[src/rtl/counter_updown_bounded.sv]
// Bounded up/down counter with runtime range [lo, hi], saturate or wrap at the
// bounds, overflow/underflow pulses and sticky flags.
module counter_updown_bounded #(
    parameter int WIDTH   = 8,
    parameter int STEP    = 1,
    parameter int RST_VAL = 0
) (
    input  logic             clk,
    input  logic             rst_n,
    input  logic             clr,
    input  logic             load,
    input  logic [WIDTH-1:0] load_val,
    input  logic             inc,
    input  logic             dec,
    input  logic             sat,
    input  logic [WIDTH-1:0] lo,
    input  logic [WIDTH-1:0] hi,
    output logic [WIDTH-1:0] cnt,
    output logic             at_max,
    output logic             at_min,
    output logic             ovf,
    output logic             unf,
    output logic             ovf_stk,
    output logic             unf_stk,
    output logic             cfg_err
);

    localparam logic [WIDTH:0]   STEP_W = (WIDTH+1)'(STEP);
    localparam logic [WIDTH-1:0] RST_W  = WIDTH'(RST_VAL);

    logic [WIDTH-1:0] cnt_reg, cnt_next;
    logic             ovf_reg, ovf_next;
    logic             unf_reg, unf_next;
    logic             ovf_stk_reg, ovf_stk_next;
    logic             unf_stk_reg, unf_stk_next;

    logic [WIDTH:0]   up_sum;
    logic [WIDTH:0]   dn_diff;
    logic             up_over;
    logic             dn_under;
    logic             inc_only;
    logic             dec_only;

    // One extra bit keeps the carry/borrow so a step past either end of the
    // WIDTH-bit range is seen as a boundary crossing, not a modular wrap.
    assign up_sum   = {1'b0, cnt_reg} + STEP_W;
    assign dn_diff  = {1'b0, cnt_reg} - STEP_W;
    assign up_over  = up_sum > {1'b0, hi};
    assign dn_under = dn_diff[WIDTH] || (dn_diff[WIDTH-1:0] < lo);

    assign cfg_err  = lo > hi;
    assign inc_only = inc & ~dec & ~cfg_err;
    assign dec_only = dec & ~inc & ~cfg_err;

    always_comb begin
        cnt_next     = cnt_reg;
        ovf_next     = 1'b0;
        unf_next     = 1'b0;
        ovf_stk_next = ovf_stk_reg;
        unf_stk_next = unf_stk_reg;
        if (clr) begin
            cnt_next     = RST_W;
            ovf_stk_next = 1'b0;
            unf_stk_next = 1'b0;
        end else if (load) begin
            cnt_next = load_val;
        end else if (inc_only) begin
            if (up_over) begin
                ovf_next     = 1'b1;
                ovf_stk_next = 1'b1;
                cnt_next     = sat ? hi : lo;
            end else begin
                cnt_next = up_sum[WIDTH-1:0];
            end
        end else if (dec_only) begin
            if (dn_under) begin
                unf_next     = 1'b1;
                unf_stk_next = 1'b1;
                cnt_next     = sat ? lo : hi;
            end else begin
                cnt_next = dn_diff[WIDTH-1:0];
            end
        end
    end

    always_ff @(posedge clk or negedge rst_n) begin
        if (!rst_n) begin
            cnt_reg     <= RST_W;
            ovf_reg     <= 1'b0;
            unf_reg     <= 1'b0;
            ovf_stk_reg <= 1'b0;
            unf_stk_reg <= 1'b0;
        end else begin
            cnt_reg     <= cnt_next;
            ovf_reg     <= ovf_next;
            unf_reg     <= unf_next;
            ovf_stk_reg <= ovf_stk_next;
            unf_stk_reg <= unf_stk_next;
        end
    end

    assign cnt     = cnt_reg;
    assign ovf     = ovf_reg;
    assign unf     = unf_reg;
    assign ovf_stk = ovf_stk_reg;
    assign unf_stk = unf_stk_reg;
    assign at_max  = cnt_reg >= hi;
    assign at_min  = cnt_reg <= lo;

endmodule

[config.mk]
export PLATFORM = sky130hd
export DESIGN_NAME = counter_updown_bounded
export DESIGN_NICKNAME = d
export VERILOG_FILES = /design/src/rtl/counter_updown_bounded.sv
export SDC_FILE = /design/constraint.sdc
export NUM_CORES = 1
export LEC_CHECK = 0
export BUFFER_PORTS_ARGS = -buffer_cell sky130_fd_sc_hd__buf_4
export CORE_ASPECT_RATIO = 1.4
export CORE_MARGIN = 4
export CORE_UTILIZATION = 51
export CTS_CLUSTER_SIZE = 30
export DETAILED_ROUTE_END_ITERATION = 12
export PLACE_DENSITY_LB_ADDON = 0.12
export SETUP_SLACK_MARGIN = 0.2
export SLEW_MARGIN = 30
export SYNTH_ARGS = -nofsm -noshare
export SYNTH_HDL_FRONTEND = slang
export SYNTH_SLANG_ARGS = --single-unit
[constraint.sdc]
create_clock -name clk -period 3 [get_ports clk]
set_input_delay 0.15 -clock clk [delete_from_list [all_inputs] [get_ports clk]]
set_output_delay 0.15 -clock clk [all_outputs]
set_load 0.005 [all_outputs]
[Yosys cells after proc, flatten, opt, wreduce, memory -nomap -nowiden]
Cells that the tools add are included.
Word-level totals
  output and inout port bits: 15
  logic and storage cells: 55
  memories: 0
  input port bits: 31
  RAM bits: 0
  latch bits: 0
  register bits after elaboration: 12
  memory bits (read-only): 0
Cells by class
  div/mod/pow operators: 0
  order comparisons: 5
  add/subtract/negate cells: 2
  multipliers: 0
  multiplexer cells: 26
  bitwise operators: 7
  reductions and logical operators: 8
  equality and inequality tests: 2
  shift-type cells: 0
Operator list (number)
  $mux W8: 8
  $mux W1: 18
  $add A8 B1 Y9 const B: 1
  $gt A9 B8 Y1: 1
  $sub A8 B1 Y9 const B: 1
  $ge A8 B8 Y1: 1
  $gt A8 B8 Y1: 1
  $le A8 B8 Y1: 1
  $lt A8 B8 Y1: 1
  $reduce_bool A2 Y1: 4
  $and A1 B1 Y1: 4
  $ne A2 B2 Y1 const B: 2
  $reduce_and A4 Y1: 1
  $reduce_bool A4 Y1: 1
  $not A1 Y1: 3
  $reduce_and A3 Y1: 1
  $logic_or A1 B1 Y1: 1

[Depth between registers and ports, before layout]
  depth in word-level cells: 8
  depth in mapped cells: 13
  depth with buffers taken out: 12

[Worst setup path after synthesis]
OpenSTA, ideal clock, no wires.
  path kind: flip-flop to flip-flop
  start: register cnt_reg[2] (netlist: cnt[2])
  end: register cnt_reg[2] (netlist: cnt[2])
  setup time: 124 ps
  arrival time: 2897 ps
  buffers on the path: 2
  data required time: 2876 ps
  clock period less this slack: 3021 ps
  path slack: -21 ps
  cell stages (with the launch flop): 12
  cells stage by stage: dfrtp_1 -> buf_4 -> or4_4 -> nor4_1 -> xor2_1 -> ha_1 -> nand3_1 -> a31o_2 -> a21o_1 -> buf_2 -> mux2_2 -> a211o_1
On the way
  word-level cells in the longest chain between the ends: 8
  elaborated cells on any way between the ends: 11
RTL lines
  start, declared: RTL line 31  | logic [WIDTH-1:0] cnt_reg, cnt_next;
  start signal, assigned: RTL line 94  | cnt_reg <= cnt_next;
  $sub A8 B1 Y9: RTL line 47  | assign dn_diff = {1'b0, cnt_reg} - STEP_W;
  $lt A8 B8 Y1: RTL line 49  | assign dn_under = dn_diff[WIDTH] || (dn_diff[WIDTH-1:0] < lo);
  $logic_or A1 B1 Y1: RTL line 49
  $mux W8: RTL line 76  | if (dn_under) begin
  $mux W8: RTL line 75  | end else if (dec_only) begin
  $mux W8 (*): RTL line 67  | end else if (inc_only) begin
  $mux W8 (*): RTL line 65  | end else if (load) begin
  $mux W8 (*): RTL line 61  | if (clr) begin
Every way passes the cells marked *; elsewhere a longest branch is shown, timed or not. The select of a mux whose other input is x is not followed.
A chain may end at the register's enable or synchronous reset.

[Worst setup path after layout]
  start: register cnt_reg[3] (netlist: cnt[3])
  end: register cnt_reg[7] (netlist: cnt[7])
Same word-level chain as after synthesis.

==> impl_metrics.ini <==
[run_status]
status = finished clean

[grt]
initial_antenna_violation_count = 0
via_count_of_the_first_global_routing_pass = 2444
track_usage_pct = 26.49
gr-total-overflow = 0
grt_first_pass_wirelength_mm = 11.50
pin_count_of_the_biggest_net_entering_global_routing = 22

[route]
antenna_violating_nets_post_route = 0
dr_total_vias = 2453
totalWireLength_mm = 7.461
initial_drt_markers = 136
post-route-drc-count = 0
drt_pass1_iterations = 5
per_cell_via_count_in_the_routed_design = 5.968
dr_wl_cell_um = 18.15

[timing]
fin_skew_ns = 0.001096
layout_min_cycle_time_ns = 2.836
post-route-period-util_pct = 94.54
final-max-slew-violation-count = 0
rsz0062_at_grt = true
fin_ws_ns = 0.1638
setup-violations-final = 0
fin_hold_viols = 0
highest_clock_frequency_the_design_can_meet_ghz = 0.3526
slew_headroom_pct = 61.88
worst_slew_pin_tran_ns = 0.5658

[worst_setup_path]
worst_r2r_endpoint = cnt[7]
timing.reg2reg.worst_path_depth = 10
critPathArrivalTime_ns = 2.96
required_ns = 3.12
worstReg2RegStart = cnt[3]
cp-start-kind = register
critical_path.max_fanout = 8
slack_of_the_worst_reg_to_reg_path_ns = 0.16
setup.worst_path.class = register to register
crit_path_start = cnt[3]
cp-end-kind = register

[clock_network]
clock_latency_on_the_worst_skew_pair_ns = 0.24
clkSlewWorstSetupHoldPaths_ns = 0.05
cts_buffers = 3
cts_tree = yes
cts.sinks = 12
clock_tree.htree_level_count = 1
cts_root_buf = sky130_fd_sc_hd__clkbuf_8
cts_buffer_depth = 2

[layout]
layout.cells.most_common_list = 81 x sky130_fd_sc_hd__buf_4, 37 x sky130_fd_sc_hd__ha_1, 24 x sky130_fd_sc_hd__inv_1, 16 x sky130_fd_sc_hd__o21ai_0, 15 x sky130_fd_sc_hd__a21oi_1
antenna-diode-count = 0
final_net_count = 425
areaGrowthSynthToFinish_pct = 42.29
final_core_utilization_pct = 75.77
layout.cells.non_filler = 411
largest_register_ffs = 8
layout-drive-gt1-share_pct = 38.46
layout_commonest_cell = sky130_fd_sc_hd__buf_4

[placement]
place.detailed.instances = 390
buffer_ports.inserted = 45
dp_worst_setup_slack_ns = -0.02735
finalWeightedCongestion = 0.9344
detailed_place_hpwl_mm = 5.487

[logic_synthesis]
asyncSetResetFlopFracSynth_pct = 100.0
syn_nets = 345
synth.avg_cell_area_um2 = 8.298
synth-seq-cells = 12
synth_enable_flop_cells = 0
synthesis.yosys.warnings = 0
synthesized_area_mm2 = 0.002257
postSynth.topFlopCell = sky130_fd_sc_hd__dfrtp_1
synth_cell_type_count = 47
synthesis.instances = 272
synth_seq_area_share_pct = 13.30

[flow_run]
timing.max_cap.violations = 0

[worst_hold_path]
worstHoldEndpoint = ovf_stk
worst_hold_startpoint = clr
holdPathStages = 2
hold_path_class = input pin to register

[pwr]
ir_worst_vdd_mv = 0.3329
static-leakage-power_nw = 1.709
cellPowerDensity_mw_per_mm2 = 337.9

[die]
initial_core_util_pct = 53.25
core_mm2 = 0.004239
floorplan_row_count = 28
die_area_mm2 = 0.005569
die_h_um = 86.72
die_width_um = 64.23
io-pin-count = 46
-- repair_timing --
item / CTS / global route
buffers inserted: 11 / 4
hold endpoints to repair: 12 / 0
hold buffers: 1 / 0
resized for setup: 14 / 29
gates cloned: 1 / 0
setup endpoints to repair: 9 / 10
pin swaps: 8 / 15
-- worst max path at each step --
stage	endpoint	slack, ns	cells after the start
final	cnt[7]	0.16	10
after global routing	cnt[7]	0.08	11
after CTS	cnt[3]	0.20	11
after detailed placement	cnt[6]	-0.03	13
after global placement	cnt[7]	0.02	8
after floorplan	cnt[2]	0.1	11
-- Yosys cell counts (all sizes together), types with 2 or more instances --
| master | number | area [µm²] |
|---|---|---|
| ha | 42 | 525.5 |
| inv | 27 | 101.4 |
| a21oi | 18 | 90.09 |
| o21ai | 17 | 85.08 |
| nand2 | 14 | 60.06 |
| mux2i | 13 | 130.1 |
| dfrtp | 12 | 300.3 |
| nor2 | 10 | 37.54 |
| a211o | 9 | 78.83 |
| a211oi | 9 | 80.08 |
| a21o | 9 | 67.56 |
| a22o | 8 | 70.07 |
| buf | 8 | 58.80 |
| nand3 | 8 | 45.04 |
| nor3b | 7 | 52.55 |
| xor2 | 7 | 61.31 |
| mux2 | 5 | 56.30 |
| nand2b | 5 | 31.28 |
| nor2b | 5 | 31.28 |
| o21a | 5 | 37.54 |
| clkbuf | 4 | 15.01 |
| nor3 | 4 | 31.28 |
| xnor2 | 4 | 35.03 |
| and3 | 3 | 18.77 |
| nand4 | 3 | 18.77 |
| nor4 | 2 | 12.51 |
| o31ai | 2 | 20.02 |
-- logic make-up (layout without fill, tap and decap cells) --
kind of cell	Yosys count	in the layout	synth area share, %
simple gates	66	66	17.02
buf+inv	39	117	7.760
mux	18	18	8.259
fa+ha+maj	42	42	23.28
flops	12	12	13.30
xor+xnor	11	11	4.268
compound gates	84	85	26.11
-- per-stage QoR --
stage / setup TNS, ns / total power, mW / cell area, µm² / hold slack, ns
5_1_grt: 0 / 1.160 / 3212 / 0.1748
3_5_place_dp: -0.1325 / 0.7454 / 2804 / 0.0003827
2_1_floorplan: 0 / 0.5601 / 2291 / -0.1456
3_3_place_gp: 0 / 0.7329 / 2804 / 0.001762
6_report: 0 / 1.085 / 3212 / 0.1761
4_1_cts: 0 / 1.012 / 3019 / 0.1660
-- report_power, final --
part	internal (mW)	total (mW)	switching (mW)
sequential	0.174	0.186	0.0124
clock	0.116	0.176	0.0604
combinational	0.371	0.723	0.352
-- critical path, cell delays in order (launching register included) --
cell and delay, ns:
sky130_fd_sc_hd__dfrtp_1 0.40, sky130_fd_sc_hd__or4_4 0.58, sky130_fd_sc_hd__buf_4 0.17, sky130_fd_sc_hd__nand2_1 0.10, sky130_fd_sc_hd__ha_1 0.26, sky130_fd_sc_hd__a21o_1 0.17
sky130_fd_sc_hd__nand2_1 0.09, sky130_fd_sc_hd__a31o_2 0.17, sky130_fd_sc_hd__a21o_4 0.18, sky130_fd_sc_hd__mux2_2 0.34, sky130_fd_sc_hd__a211o_1 0.26
-- metal layers --
metal  part of all wire [%]  wire (µm)  vias to the layer above  global-route usage (%)
met3                    4.9        366                       24                   1.946
met5                      0          0                        -                       0
met2                     52       3858                       99                   47.41
met4                    3.9        289                        0                   14.23
met1                     39       2946                     1168                   31.11
li1                       -          -                     1162                       -
-- cell type report --
class / instances / area, µm²
Clock buffer: 4 / 55.05
Inverter: 27 / 101.3
Tap cell: 60 / 75.07
Sequential cell: 12 / 300.3
Timing Repair Buffer: 86 / 663.1
Multi-Input combinational cell: 222 / 2017
Fill cell: 314 / 1027
No activity file was read; power rests on OpenSTA's default activity.
